==> config.mk <==
export PLATFORM = sky130hd
export DESIGN_NAME = calc_operand_entry_flat
export DESIGN_NICKNAME = d
export VERILOG_FILES = /design/src/rtl/calc_operand_entry_if.sv /design/src/rtl/calc_operand_entry.sv /design/src/flat_wrapper.sv
export SDC_FILE = /design/constraint.sdc
export NUM_CORES = 1
export LEC_CHECK = 0
export BUFFER_PORTS_ARGS = -buffer_cell sky130_fd_sc_hd__buf_4
export CAP_MARGIN = 5
export CELL_PAD_IN_SITES_DETAIL_PLACEMENT = 1
export CELL_PAD_IN_SITES_GLOBAL_PLACEMENT = 1
export CORE_ASPECT_RATIO = 0.7
export CORE_UTILIZATION = 35
export DETAILED_ROUTE_END_ITERATION = 10
export MAX_ROUTING_LAYER = met4
export PLACE_DENSITY_LB_ADDON = 0.1
export SETUP_SLACK_MARGIN = 0.5
export SLEW_MARGIN = 5
export SYNTH_ARGS = -nofsm -noshare
export SYNTH_HDL_FRONTEND = slang
export SYNTH_SLANG_ARGS = --single-unit
==> constraint.sdc <==
create_clock -name clk -period 3 [get_ports clk]
set_clock_uncertainty 0.05 [all_clocks]
set_input_delay 0.15 -clock clk [delete_from_list [all_inputs] [get_ports clk]]
set_output_delay 0.15 -clock clk [all_outputs]
set_load 0.05 [all_outputs]
==> src/rtl/calc_operand_entry_if.sv <==
`default_nettype none
// ============================================================================
// Module   : calc_operand_entry_if
// Purpose  : Keypad-to-operand bundle between the key front end and the builder.
// Revision : 1.0
// ============================================================================
interface calc_operand_entry_if #(
   parameter int DATA_W = 32
);
   logic [3:0]        digit;
   logic              key_enter;
   logic              key_commit;
   logic              key_clear;
   logic [DATA_W-1:0] operand;
   logic [3:0]        digit_count;
   logic              busy;
   logic              valid;
   logic              err;

   modport master (
      output digit, key_enter, key_commit, key_clear,
      input  operand, digit_count, busy, valid, err
   );

   modport slave (
      input  digit, key_enter, key_commit, key_clear,
      output operand, digit_count, busy, valid, err
   );
endinterface
`default_nettype wire

==> src/rtl/calc_operand_entry.sv <==
`default_nettype none
// ============================================================================
// Module   : calc_operand_entry
// Purpose  : Synchronised, edge-detected multi-digit BCD operand builder.
// Revision : 1.0
// ============================================================================
module calc_operand_entry #(
   parameter int DIGITS      = 4,
   parameter int DATA_W      = 32,
   parameter int SYNC_STAGES = 2
) (
   input  logic                 clk,
   input  logic                 rst,
   calc_operand_entry_if.slave  bus
);

   function automatic longint unsigned pow10(input int n);
      longint unsigned r;
      r = 64'd1;
      for (int i = 0; i < n; i++) r = r * 64'd10;
      return r;
   endfunction

   localparam longint unsigned c_max_val = pow10(DIGITS) - 64'd1;
   localparam logic [3:0]      c_digits  = 4'(DIGITS);

   generate
      if (DIGITS < 1 || DIGITS > 9 || SYNC_STAGES < 2 ||
          (DATA_W < 64 && c_max_val >= (64'd1 << DATA_W))) begin : g_param_check
         $error("calc_operand_entry: illegal DIGITS/DATA_W/SYNC_STAGES combination");
      end
   endgenerate

   typedef enum logic [1:0] {
      S_IDLE  = 2'd0,
      S_ENTRY = 2'd1,
      S_DONE  = 2'd2
   } state_t;

   // Key bit order in the conditioning pipeline: {clear, commit, enter}
   logic [SYNC_STAGES-1:0][2:0] r_sync;
   logic [2:0]                  r_prev;
   logic [2:0]                  w_evt;

   state_t            r_state, w_state_nxt;
   logic [DATA_W-1:0] r_operand, w_operand_nxt;
   logic [3:0]        r_count, w_count_nxt;
   logic              r_err, w_err_nxt;
   logic              r_valid, w_valid_nxt;

   logic [DATA_W-1:0] w_times10;
   logic [DATA_W-1:0] w_digit_ext;
   logic [3:0]        w_count_inc;
   logic              w_digit_ok;

   always_ff @(posedge clk or posedge rst) begin
      if (rst) begin
         r_sync <= '0;
         r_prev <= '0;
      end else begin
         r_sync <= {r_sync[SYNC_STAGES-2:0], {bus.key_clear, bus.key_commit, bus.key_enter}};
         r_prev <= r_sync[SYNC_STAGES-1];
      end
   end

   assign w_evt       = r_sync[SYNC_STAGES-1] & ~r_prev;
   assign w_times10   = (r_operand << 3) + (r_operand << 1);
   assign w_digit_ext = DATA_W'(bus.digit);
   assign w_count_inc = r_count + 4'd1;
   assign w_digit_ok  = (bus.digit <= 4'd9);

   always_ff @(posedge clk or posedge rst) begin
      if (rst) begin
         r_state   <= S_IDLE;
         r_operand <= '0;
         r_count   <= '0;
         r_err     <= 1'b0;
         r_valid   <= 1'b0;
      end else begin
         r_state   <= w_state_nxt;
         r_operand <= w_operand_nxt;
         r_count   <= w_count_nxt;
         r_err     <= w_err_nxt;
         r_valid   <= w_valid_nxt;
      end
   end

   // Priority is clear > commit > enter; a commit event always consumes the cycle.
   always_comb begin
      w_state_nxt   = r_state;
      w_operand_nxt = r_operand;
      w_count_nxt   = r_count;
      w_err_nxt     = r_err;
      w_valid_nxt   = 1'b0;

      if (w_evt[2]) begin
         w_state_nxt   = S_IDLE;
         w_operand_nxt = '0;
         w_count_nxt   = '0;
         w_err_nxt     = 1'b0;
      end else begin
         case (r_state)
            S_IDLE: begin
               if (!w_evt[1] && w_evt[0]) begin
                  if (!w_digit_ok) begin
                     w_err_nxt = 1'b1;
                  end else begin
                     w_operand_nxt = w_digit_ext;
                     w_count_nxt   = 4'd1;
                     if (c_digits == 4'd1) begin
                        w_state_nxt = S_DONE;
                        w_valid_nxt = 1'b1;
                     end else begin
                        w_state_nxt = S_ENTRY;
                     end
                  end
               end
            end
            S_ENTRY: begin
               if (w_evt[1]) begin
                  w_state_nxt = S_DONE;
                  w_valid_nxt = 1'b1;
               end else if (w_evt[0]) begin
                  if (!w_digit_ok) begin
                     w_err_nxt = 1'b1;
                  end else begin
                     w_operand_nxt = w_times10 + w_digit_ext;
                     w_count_nxt   = w_count_inc;
                     if (w_count_inc == c_digits) begin
                        w_state_nxt = S_DONE;
                        w_valid_nxt = 1'b1;
                     end
                  end
               end
            end
            S_DONE: begin
               w_state_nxt = S_DONE;
            end
            default: begin
               w_state_nxt = S_IDLE;
            end
         endcase
      end
   end

   assign bus.operand     = r_operand;
   assign bus.digit_count = r_count;
   assign bus.busy        = (r_state == S_ENTRY);
   assign bus.valid       = r_valid;
   assign bus.err         = r_err;

endmodule
`default_nettype wire

==> src/flat_wrapper.sv <==
// flat-port wrapper written by rule: the top's interface ports become plain ports
module calc_operand_entry_flat 
#(
   parameter int DIGITS      = 4,
   parameter int DATA_W      = 32,
   parameter int SYNC_STAGES = 2
)
  (clk, rst, bus_digit, bus_key_enter, bus_key_commit, bus_key_clear, bus_operand, bus_digit_count, bus_busy, bus_valid, bus_err);
  calc_operand_entry_if #(.DATA_W(DATA_W)) bus_i ();
  input  logic clk;
  input  logic rst;
  input wire logic [$bits(bus_i.digit)-1:0] bus_digit;
  input wire logic [$bits(bus_i.key_enter)-1:0] bus_key_enter;
  input wire logic [$bits(bus_i.key_commit)-1:0] bus_key_commit;
  input wire logic [$bits(bus_i.key_clear)-1:0] bus_key_clear;
  output wire logic [$bits(bus_i.operand)-1:0] bus_operand;
  output wire logic [$bits(bus_i.digit_count)-1:0] bus_digit_count;
  output wire logic [$bits(bus_i.busy)-1:0] bus_busy;
  output wire logic [$bits(bus_i.valid)-1:0] bus_valid;
  output wire logic [$bits(bus_i.err)-1:0] bus_err;
  assign bus_i.digit = bus_digit;
  assign bus_i.key_enter = bus_key_enter;
  assign bus_i.key_commit = bus_key_commit;
  assign bus_i.key_clear = bus_key_clear;
  assign bus_operand = bus_i.operand;
  assign bus_digit_count = bus_i.digit_count;
  assign bus_busy = bus_i.busy;
  assign bus_valid = bus_i.valid;
  assign bus_err = bus_i.err;
  calc_operand_entry #(.DIGITS(DIGITS), .DATA_W(DATA_W), .SYNC_STAGES(SYNC_STAGES)) u_core (.clk(clk), .rst(rst), .bus(bus_i));
endmodule
Word-level counts from Yosys, hierarchy flattened
Index checks and enable logic that the tools add are counted.

storage, ports and cells
  bits in registers = 49
  input port bits = 9

operators by class
  $lt $le $gt $ge = 1
  add/subtract/negate cells = 3
  bitwise logic cells = 2
  reduce and logical (&&, ||, !) cells = 7
  multiplexer cells = 34
  equal/unequal tests = 11

operators by type and width
  cell                                                    number
  two-way mux 32 bit                                      6
  case mux 32 bit (2 select lines)                        1
  adder 32 bit                                            1
  adder 32 x 4 -> 32 bit                                  1
  two-way mux 4 bit                                       6
  two-way mux 2 bit                                       7
  inequality test 3 x 1 -> 1 bit (second input constant)  4
  inequality test 4 x 1 -> 1 bit (second input constant)  3
  two-way mux 1 bit                                       11
  case mux 4 bit (2 select lines)                         1
  case mux 2 bit (3 select lines)                         1
  AND reduction 6 bit                                     1
  AND reduction 5 bit                                     1
  adder 4 x 1 -> 4 bit (second input constant)            1
  == test 4 x 3 -> 1 bit (second input constant)          1
  <= comparator 4 bit (second input constant)             1
  AND reduction 4 bit                                     1
  bitwise AND 3 bit                                       1
  inequality test 3 x 2 -> 1 bit (second input constant)  1
  inverter 3 bit                                          1
  nonzero test 3 bit                                      1
  == test 2 x 1 -> 1 bit (second input constant)          1
  == test 2 bit (second input constant)                   1
  logical NOT 2 bit                                       1
  other kinds (3)                                         3

Depth between registers and ports, before layout
Gate-level depths: netlist of the first run.

  depth in word-level cells = 8
  gate-level depth with buffers = 12

Worst setup path before layout of the first run
No wires, ideal clock.

  path type = register to register
  start point = reg u_core.r_operand[0] (netlist: u_core.bus.operand[0])
  end point = reg u_core.r_operand[30] (netlist: u_core.bus.operand[30])
  period minus slack after synthesis = 3488 ps
  required time = 2819 ps
  buffers on the path = 0
  slack = -488 ps
  arrival time = 3307 ps
  cell stages (with the launch flop) = 11
  library setup time = 131 ps
  cell sequence = dfrtp_1 inv_1 fa_1 fa_1 and2b_1 o2111ai_1 a21oi_2 o41ai_4 o31ai_2 a2111oi_2 or3_1

between the ends
  word-level cells in the longest chain between the ends = 7

ends and longest elaborated chain
  element                           line                       RTL
  from (decl)                       calc_operand_entry.sv:46   logic [DATA_W-1:0] r_operand, w_operand_nxt;
  from (signal assigned)            calc_operand_entry.sv:81   r_operand <= w_operand_nxt;
  adder 32 bit                      calc_operand_entry.sv:67   assign w_times10 = (r_operand << 3) + (r_operand << 1);
  adder 32 x 4 -> 32 bit            calc_operand_entry.sv:127  w_operand_nxt = w_times10 + w_digit_ext;
  two-way mux 32 bit                calc_operand_entry.sv:124  if (!w_digit_ok) begin
  two-way mux 32 bit                calc_operand_entry.sv:123  end else if (w_evt[0]) begin
  two-way mux 32 bit                calc_operand_entry.sv:120  if (w_evt[1]) begin
  case mux 32 bit (2 select lines)  calc_operand_entry.sv:102  case (r_state)
  two-way mux 32 bit                calc_operand_entry.sv:96   if (w_evt[2]) begin

Every way passes these cells. The select of a mux whose other input is x is not followed.
A chain may end at the register's enable or synchronous reset.

Worst setup path after layout of the first run
  start point = reg u_core.r_operand[2] (netlist: u_core.bus.operand[2])
  end point = reg u_core.r_operand[30] (netlist: u_core.bus.operand[30])

The elaborated chain is that of the path after synthesis.

==> impl_metrics.py, run 1 <==
metrics = {
    "setup_path": {
        "crit_chain": "inv_2 > fa_1 > fa_2 > and2b_1 > o2111ai_4 > a21oi_4 > o41ai_4 > o31ai_4 > buf_4 > a2111oi_2 > or3_1",
        "worst-endpoint-arrival_ps": 3130,
        "crit_required_ps": 3140,
        "start_kind": "flop",
        "path_class": "flop to flop",
        "regToRegSetupSlack_ps": 6,
        "crit_slowest_cell": "fa_1",
        "slowest_delay_ps": 450,
        "endpoint_kind": "flop",
        "timing.critical_path.buf_inv": 2,
        "crit_fanout": 3,
        "crit_family": "adder cells",
    },
    "logic_synthesis": {
        "synth_edf_count": 0,
        "syn_nets": 493,
        "syn_inst": 420,
        "synthAdderAreaFrac_pct": 21.3,
        "ys_seq_elements": 49,
        "synth_compound_area_share_pct": 21.9,
        "yosys.area_share.simple_pct": 13.7,
        "synth_top_family_by_area": "compound AO/OA/AOI/OAI gates",
        "yosysWarnings": 0,
        "synth_xor_area_share_pct": 6.17,
        "synthMuxAreaShare_pct": 1.83,
        "synth-main-ff-cell": "dfrtp_1",
        "async_reset_ff_share_pct": 100,
        "ys_seq_area_share_pct": 32.0,
        "syn_area_um2": 3830,
        "syn_avg_cell_area_um2": 9.13,
        "synth_cell_type_count": 52,
    },
    "sta": {
        "fin_setup_tns_ps": 0,
        "rsz0062_at_grt": "true",
        "slew_viol_final": 0,
        "fmax_mhz": 334,
        "setup_viol": 0,
        "fin_crit_ps": 2990,
        "maxSlewHeadroom_pct": 47.6,
        "period_share_pct": 99.8,
        "whs_ps": 146,
        "finalHoldViolations": 0,
        "worstMarginPinSlew_ps": 785,
        "worst_slack_ps": 5.74,
    },
    "routing": {
        "avgViaCountPerCell": 5.39,
        "post-route-drc-count": 0,
        "drtAntennaViolNets": 0,
        "routed_wl_mm": 12.5,
        "drt_first_pass_iters": 4,
        "drtIter0Drc": 140,
        "wire_per_inst_um": 19.2,
        "num_vias": 3506,
    },
    "floorplanning": {
        "ios": 48,
        "initial_core_util_pct": 36.5,
        "fp.dieW_um": 127,
        "die_h_um": 89.6,
        "core.rowCount": 31,
        "dieArea_um2": 11400,
        "coreArea_um2": 10500,
    },
    "grt": {
        "grtUsageMet1_pct": 31.8,
        "grt_max_degree": 35,
        "grt_pass1_wl_mm": 19.4,
        "grt.busiest_layer": "met2",
        "grt_overflow": 0,
        "use_met3_pct": 3.65,
        "antenna_found_initial": 0,
        "grt_pass1_vias": 3593,
        "grt_usage_pct": 22.9,
        "grtUsageMet2_pct": 35.3,
    },
    "final_layout": {
        "final_cell_mix": "buf_4 (80), ha_1 (56), nand2_1 (44), dfrtp_1 (32), a21oi_1 (28)",
        "fin_nets": 575,
        "syn_to_final_growth_pct": 36.1,
        "final_common_cell": "buf_4",
        "postLayoutCoreUtil_pct": 49.6,
        "fillerInstances": 1190,
        "antenna_cells": 0,
        "drive_above_1_share_pct": 32.8,
    },
    "flow_run": {
        "max_cap_violations": 0,
    },
    "placed_design": {
        "gp_congestion": 0.806,
        "dp_slack_ps": -32.8,
        "dp.final_hpwl_mm": 8.65,
        "port-buffer-count": 47,
    },
    "worst_hold_path": {
        "hold_path_class": "primary input to flop",
    },
    "clock_network": {
        "root_buffer": "clkbuf_16",
        "cts.clk_slew.worst_paths_ps": 80,
        "worstSkewPairLatency_ps": 300,
        "cts_tree": "built",
        "cts_max_path_buffers": 2,
        "htreeDepth": 2,
        "cts_buffers": 5,
        "cts_sinks": 49,
    },
    "outcome": {
        "status": "finished clean",
    },
    "power_and_ir_drop": {
        "cellLeakagePower_uw": 0.00258,
        "powerDensity_nw_per_um2": 404,
        "ir_worst_vdd_mv": 0.243,
    },
}
-- tightest hold or removal path: stages --
cell and delay, ps:
buf_4 90, mux2i_1 60, nor2_1 140
-- layer usage --
metal / vias to the layer above / part of all wire [%]
met4: 0 / 1.1
met5: - / 0
li1: 1678 / -
met3: 11 / 1.7
met2: 33 / 45
met1: 1784 / 52
-- timing repair --
| item | in CTS | in global routing |
|---|---|---|
| pin swaps | 19 | 28 |
| hold buffers | 4 | 0 |
| buffers inserted | 12 | 10 |
| gates resized for setup | 26 | 31 |
| setup endpoints to repair | 22 | 24 |
| hold endpoints to repair | 36 | 0 |
-- power breakdown --
| group | leakage [µW] | total, µW | internal, µW | switching [µW] |
|---|---|---|---|---|
| combinational | 0.00185 | 602 | 231 | 371 |
| sequential | 0.000631 | 733 | 699 | 33.7 |
| clock | 0.0000944 | 774 | 482 | 292 |
-- cells by family (layout without fill, tap and decap cells) --
kind of cell / count (synthesis) / count (layout)
buf+inv: 32 / 115
mux: 7 / 7
compound gates: 130 / 130
simple gates: 111 / 111
fa+ha+maj: 64 / 64
flops: 49 / 49
xor+xnor: 27 / 27
-- per-stage QoR --
| step | cells | total power [µW] | cell area [µm²] |
|---|---|---|---|
| 2_1_floorplan | 420 | 1080 | 3910 |
| 3_3_place_gp | 617 | 1240 | 4520 |
| 3_5_place_dp | 617 | 1250 | 4520 |
| 4_1_cts | 641 | 2070 | 4980 |
| 5_1_grt | 651 | 2190 | 5220 |
| 6_report | 651 | 2110 | 5220 |
-- cells in the mapped netlist (12+ instances only) --
cell	instances	area (µm²)
xor2_1	12	105
o21ai_1	17	85.1
clkbuf_1	15	56.3
nor2_1	28	105
a21oi_1	34	170
inv_1	16	60.1
a21o_1	17	128
ha_1	62	776
nand2_1	45	169
o21ai_0	27	135
xnor2_1	15	131
dfrtp_1	49	1230
-- registers in the layout, summed over array words and instances, names as in the netlist --
signal	count
u_core.bus.operand	32
u_core.bus.valid	1
u_core.bus.err	1
u_core.bus.digit_count	4
u_core.r_prev	3
u_core.r_state	2
u_core.r_sync	6
-- path summary, 6_finish.rpt --
path | endpoint | cells past startpoint | start
max | u_core.bus.operand[30] | 11 | u_core.bus.operand[2]
max in group asynchronous | u_core.bus.operand[20] | 4 | rst
min | u_core.bus.operand[0] | 3 | bus_digit[0]
max reg2reg | u_core.bus.operand[30] | 11 | u_core.bus.operand[2]
min reg2reg | u_core.r_sync[5] | 0 | u_core.r_sync[2]
min in group asynchronous | u_core.bus.operand[1] | 3 | rst
-- area by class of cell --
cell class / instances / area, µm² / share of cell area [%]
tap: 148 / 185 / 3.55
sequential: 49 / 1250 / 23.9
multi-input combinational: 339 / 2810 / 53.8
timing repair buffer: 91 / 719 / 13.8
clock buffer: 5 / 125 / 2.40
inverter: 16 / 62.6 / 1.20
clock inverter: 3 / 68.8 / 1.32
No activity file was read; power rests on OpenSTA's default activity.
==> run 2, diff against run 1 <==
==> constraint.sdc (replaced) <==
create_clock -name clk -period 3 [get_ports clk]
set_clock_uncertainty 0.05 [all_clocks]
set_input_delay 0.15 -clock clk [delete_from_list [all_inputs] [get_ports clk]]
set_output_delay 0.15 -clock clk [all_outputs]
set_load 0.02 [all_outputs]
==> run 2 against run 1 <==
Against the previous run:
- utilization is 1.1 points lower
- final area is 2.2% lower
- clock power is 10% lower
- sequential power is 0.8% higher
- sequential share of layout area is 0.25 points higher
- die area stayed put
- hold slack worse by 120 ps
- count of clock-buffer cells in the layout is 1 higher
- power is 9.8% lower
- critical endpoint is now u_core.bus.operand[28]
==> impl_metrics.py, run 2 (same netlist as run 1, synthesis figures left out) <==
metrics = {
    "outcome": {
        "status": "finished clean",
    },
    "grt": {
        "grt_max_degree": 41,
        "grt_pass1_vias": 3468,
        "antenna_found_initial": 0,
        "grt_overflow": 0,
        "grt_pass1_wl_mm": 18.8,
        "grt_usage_pct": 22.3,
    },
    "placed_design": {
        "dp_slack_ps": 58.6,
        "port-buffer-count": 47,
        "gp_congestion": 0.800,
        "dp.final_hpwl_mm": 8.57,
        "post_dp_cell_area_um2": 4510,
    },
    "setup_path": {
        "crit_top_cell": "a21oi_4",
        "crit_family": "compound AO/OA/AOI/OAI gates",
        "path_class": "flop to flop",
        "endpoint_kind": "flop",
        "path_depth": 12,
        "start_kind": "flop",
        "timing.critical_path.buf_inv": 2,
        "crit_chain": "inv_2 > fa_1 > fa_2 > and2b_2 > o2111ai_4 > a21oi_4 > o41ai_4 > o31ai_4 > buf_6 > a21oi_4 > nand4b_1 > o311ai_2",
        "crit_fanout": 4,
        "slowest_delay_ps": 440,
        "crit_slowest_cell": "fa_1",
        "crit_required_ps": 3120,
        "worst-endpoint-arrival_ps": 3030,
        "reg2reg_depth": 12,
    },
    "sta": {
        "fin_crit_ps": 2910,
        "worstMarginPinSlew_ps": 945,
        "finalHoldViolations": 0,
        "worst_slack_ps": 85.6,
        "slew_viol_final": 0,
        "period_share_pct": 97.1,
        "maxSlewHeadroom_pct": 36.9,
        "whs_ps": 21.5,
        "rsz0062_at_grt": "true",
        "setup_viol": 0,
        "fmax_mhz": 343,
    },
    "clock_network": {
        "cts_max_path_buffers": 2,
        "cts_tree": "built",
        "root_buffer": "clkbuf_16",
        "htreeDepth": 2,
        "cts.clk_slew.worst_paths_ps": 70,
        "cts_buffers": 5,
        "worstSkewPairLatency_ps": 300,
        "cts_sinks": 49,
    },
    "floorplanning": {
        "die_h_um": 89.6,
        "core.rowCount": 31,
        "coreArea_um2": 10500,
        "fp.dieW_um": 127,
        "dieArea_um2": 11400,
        "initial_core_util_pct": 36.5,
        "ios": 48,
    },
    "final_layout": {
        "postLayoutCoreUtil_pct": 48.5,
        "syn_to_final_growth_pct": 33.1,
        "fin_nets": 561,
        "antenna_cells": 0,
        "drive_above_1_share_pct": 29.2,
        "final_cell_mix": "buf_4 (70), ha_1 (58), dfrtp_1 (44), nand2_1 (42), a21oi_1 (27)",
        "largest_reg_flops": 32,
        "final_common_cell": "buf_4",
        "fillerInstances": 1162,
        "fin_area_um2": 5100,
    },
    "routing": {
        "num_vias": 3458,
        "drtIter0Drc": 144,
        "wire_per_inst_um": 18.9,
        "drt_first_pass_iters": 4,
        "avgViaCountPerCell": 5.43,
        "drtAntennaViolNets": 0,
        "routed_wl_mm": 12.0,
        "post-route-drc-count": 0,
    },
    "power_and_ir_drop": {
        "cellLeakagePower_uw": 0.00251,
        "ir_worst_vdd_mv": 0.219,
        "power_uw": 1900,
        "powerDensity_nw_per_um2": 373,
    },
    "flow_run": {
        "max_cap_violations": 0,
    },
    "worst_hold_path": {
        "hold_path_class": "primary input to asynchronous set/reset pin",
    },
}
==> run 2: cell count changes in the layout (fill, tap and decap cells not counted), moves of 3 or more <==
| cell | before | now |
|---|---|---|
| dfrtp_1 | 32 | 44 |
| o21ai_1 | 18 | 22 |
| buf_6 | 7 | 4 |
| o21ai_4 | 0 | 3 |
| o21ai_2 | 7 | 4 |
| o21ai_0 | 19 | 15 |
| dfrtp_2 | 17 | 5 |
| buf_4 | 80 | 70 |
==> run 2: layer usage <==
layer  part of all wire (%)  GRT usage, %  wire (µm)  vias to the layer above
li1                       -             -          -                     1662
met1                     53          32.4       6370                     1732
met2                     43          33.0       5180                       53
met3                    3.1          3.17        372                       11
met4                   0.87          3.90        105                        0
met5                      0             -          0                        -
==> run 2: stage by stage <==
step                cells  setup TNS [ps]
floorplan             420               0
global placement      615               0
detailed placement    615               0
CTS                   634               0
global route          637           -12.6
finish                637               0
==> run 2: worst paths after layout <==
path | start | end | slack [ps]
setup / recovery | u_core.bus.operand[0] | u_core.bus.operand[28] | 90
hold / removal | rst | u_core.bus.operand[0] | 20
setup reg to reg | u_core.bus.operand[0] | u_core.bus.operand[28] | 90
hold reg to reg | u_core.r_sync[0] | u_core.r_sync[3] | 300
max in group asynchronous | rst | u_core.bus.operand[31] | 2140
min in group clk | bus_digit[0] | u_core.bus.operand[0] | 80
==> run 2: where the power goes <==
group	internal [µW]	total, µW	switching, µW
logic	192	471	279
clock network	417	694	277
registers	698	739	40.4
total	1310	1900	596
==> run 2: area by class of cell <==
class                      count  area (µm²)  area share, %
sequential                    49        1230           24.2
multi-input combinational    339        2850           55.8
clock buffer                   6         139           2.72
clock inverter                 2        37.5          0.736
tap                          148         185           3.63
timing repair buffer          77         601           11.8
inverter                      16        60.1           1.18
==> run 2: what timing repair did <==
action,4_1_cts,5_1_grt
gates cloned,0,0
setup endpoints to repair,22,24
gates resized for setup,29,38
endpoints found under the hold margin,3,0
buffers inserted,8,3
pin swaps,22,24
hold buffers,3,0
==> run 3, diff against run 2 <==
--- a/config.mk
+++ b/config.mk
@@ -12,6 +12,7 @@
 export CORE_ASPECT_RATIO = 0.7
 export CORE_UTILIZATION = 35
 export DETAILED_ROUTE_END_ITERATION = 10
+export HOLD_SLACK_MARGIN = 0.06
 export MAX_ROUTING_LAYER = met4
 export PLACE_DENSITY_LB_ADDON = 0.1
 export SETUP_SLACK_MARGIN = 0.5
==> run 3 against run 2 <==
Against the previous run:
- register-to-register slack better by 20 ps
- worst setup slack improved by 24 ps
- fmax grew 0.83%
- final cell count up 0.16%
- power about the same
- sequential share of layout area grew 0.11 points
- first-iteration DRC count down 6.9%
- final area down 0.47%
- sequential cell count unchanged
- wire length shrank 2.2%
- global-route usage barely moved
- die area is the same
==> impl_metrics.py, run 3 (same netlist as run 1, synthesis figures left out) <==
metrics = {
    "outcome": {
        "status": "finished clean",
    },
    "placed_design": {
        "gp_congestion": 0.800,
        "dp.cells": 615,
        "dp_slack_ps": 58.6,
        "post_dp_cell_area_um2": 4510,
        "dp.final_hpwl_mm": 8.57,
        "port-buffer-count": 47,
    },
    "floorplanning": {
        "core.rowCount": 31,
        "coreArea_um2": 10500,
        "dieArea_um2": 11400,
        "die_h_um": 89.6,
        "initial_core_util_pct": 36.5,
        "ios": 48,
        "fp.dieW_um": 127,
    },
    "setup_path": {
        "start_kind": "flop",
        "crit_fanout": 4,
        "crit_top_cell": "a21oi_4",
        "crit_slowest_cell": "fa_1",
        "worst-endpoint-arrival_ps": 3010,
        "crit_chain": "inv_2 > fa_1 > fa_2 > and2b_2 > o2111ai_4 > a21oi_4 > o41ai_4 > o31ai_4 > buf_6 > a21oi_4 > nand4b_1 > o311ai_2",
        "setup.worst_path.start": "u_core.bus.operand[2]",
        "regToRegSetupSlack_ps": 110,
        "path_class": "flop to flop",
        "endpoint_kind": "flop",
        "crit_required_ps": 3110,
        "timing.rr.start": "u_core.bus.operand[2]",
        "slowest_delay_ps": 450,
    },
    "clock_network": {
        "cts_buffers": 5,
        "cts_sinks": 49,
        "root_buffer": "clkbuf_16",
        "htreeDepth": 2,
        "worstSkewPairLatency_ps": 300,
        "cts.clk_slew.worst_paths_ps": 70,
        "cts_max_path_buffers": 2,
        "cts_tree": "built",
    },
    "power_and_ir_drop": {
        "p_switching_uw": 595,
        "powerDensity_nw_per_um2": 375,
        "cellLeakagePower_uw": 0.00251,
        "p_int_uw": 1310,
        "swShare_pct": 31.3,
        "p_clk_share_pct": 36.5,
        "p_seq_share_pct": 38.8,
        "p_comb_share_pct": 24.8,
        "ir_worst_vdd_mv": 0.220,
    },
    "grt": {
        "grt_usage_pct": 22.3,
        "grt_max_degree": 41,
        "grt_pass1_vias": 3460,
        "grt_overflow": 0,
        "grt_pass1_wl_mm": 18.8,
        "antenna_found_initial": 0,
    },
    "sta": {
        "period_share_pct": 96.3,
        "worst_slack_ps": 110,
        "fin_setup_tns_ps": 0,
        "finalHoldViolations": 0,
        "setup_viol": 0,
        "slew_viol_final": 0,
        "maxSlewHeadroom_pct": 36.9,
        "worstMarginPinSlew_ps": 945,
        "rsz0062_at_grt": "true",
        "fin_crit_ps": 2890,
        "fmax_mhz": 346,
    },
    "flow_run": {
        "max_cap_violations": 0,
    },
    "final_layout": {
        "postLayoutCoreUtil_pct": 48.3,
        "antenna_cells": 0,
        "syn_to_final_growth_pct": 32.5,
        "final_cell_mix": "buf_4 (71), ha_1 (58), dfrtp_1 (44), nand2_1 (42), a21oi_1 (27)",
        "fin_cells": 638,
        "drive_above_1_share_pct": 28.6,
        "regArea_um2": 1230,
        "final_common_cell": "buf_4",
        "largest_reg_flops": 32,
        "fin_area_um2": 5080,
        "multiInputGateArea_um2": 2820,
        "fin_nets": 562,
        "fillerInstances": 1159,
    },
    "worst_hold_path": {
        "hold_start": "bus_digit[0]",
        "hold_path_class": "primary input to flop",
    },
    "routing": {
        "drtIter0Drc": 134,
        "drt_first_pass_iters": 4,
        "wire_per_inst_um": 18.4,
        "routed_wl_mm": 11.7,
        "drtAntennaViolNets": 0,
        "avgViaCountPerCell": 5.39,
        "num_vias": 3440,
        "post-route-drc-count": 0,
    },
}
[run 3: cell count changes in the layout (fill, tap and decap cells not counted), sizes merged]
cell	previous run	this run
dlygate4sd3	3	4
[run 3: power groups by stage]
stage                     registers [µW]  clock network, µW  logic [µW]
after floorplan                      768                  0         254
after global placement               751                  0         433
after detailed placement             753                  0         445
after CTS                            737                716         472
after global routing                 743                746         521
final                                738                694         471
[run 3: stage by stage]
step	hold slack, ps	power, µW
floorplan	131	1020
global placement	211	1180
detailed placement	214	1200
CTS	69.0	1920
global route	84.1	2010
finish	77.3	1900
[run 3: path summary, 6_finish.rpt]
check                      cells after the start                     end
min                                            3   u_core.bus.operand[0]
max in group asynchronous                      4  u_core.bus.operand[31]
max                                           12  u_core.bus.operand[28]
min in group asynchronous                      3   u_core.bus.operand[0]
max reg2reg                                   12  u_core.bus.operand[28]
min reg2reg                                    0        u_core.r_sync[3]
[run 3: repair_timing]
item                                   4_1_cts  5_1_grt
pin swaps                                   22       20
setup endpoints to repair                   22       24
endpoints found under the hold margin       42        0
buffers inserted                             8        3
gates cloned                                 0        0
hold buffers                                 4        0
gates resized for setup                     29       32
[run 3: layer usage]
metal	track usage (%)	share of wire, %	vias up
met5	-	0	-
met4	3.90	0.53	0
met3	3.17	3.3	7
met2	32.9	43	53
met1	32.5	54	1721
li1	-	-	1659
[run 3: critical path, delay by kind of cell (launching register included)]
family                   cells  cell delay [ps]
AO/OA/AOI/OAI                6              890
buffers and inverters        2              220
adder cells (fa/ha/maj)      2              810
flip-flops                   1              420
AND/OR/NAND/NOR              2              380
[run 3: cell type report]
cell class,instances,area share (%)
clock buffers,6,2.73
clock inverters,2,0.739
inverters,16,1.18
multi-input cells,339,55.5
flip-flops and latches,49,24.3
well taps,148,3.65
repair buffers,78,11.9
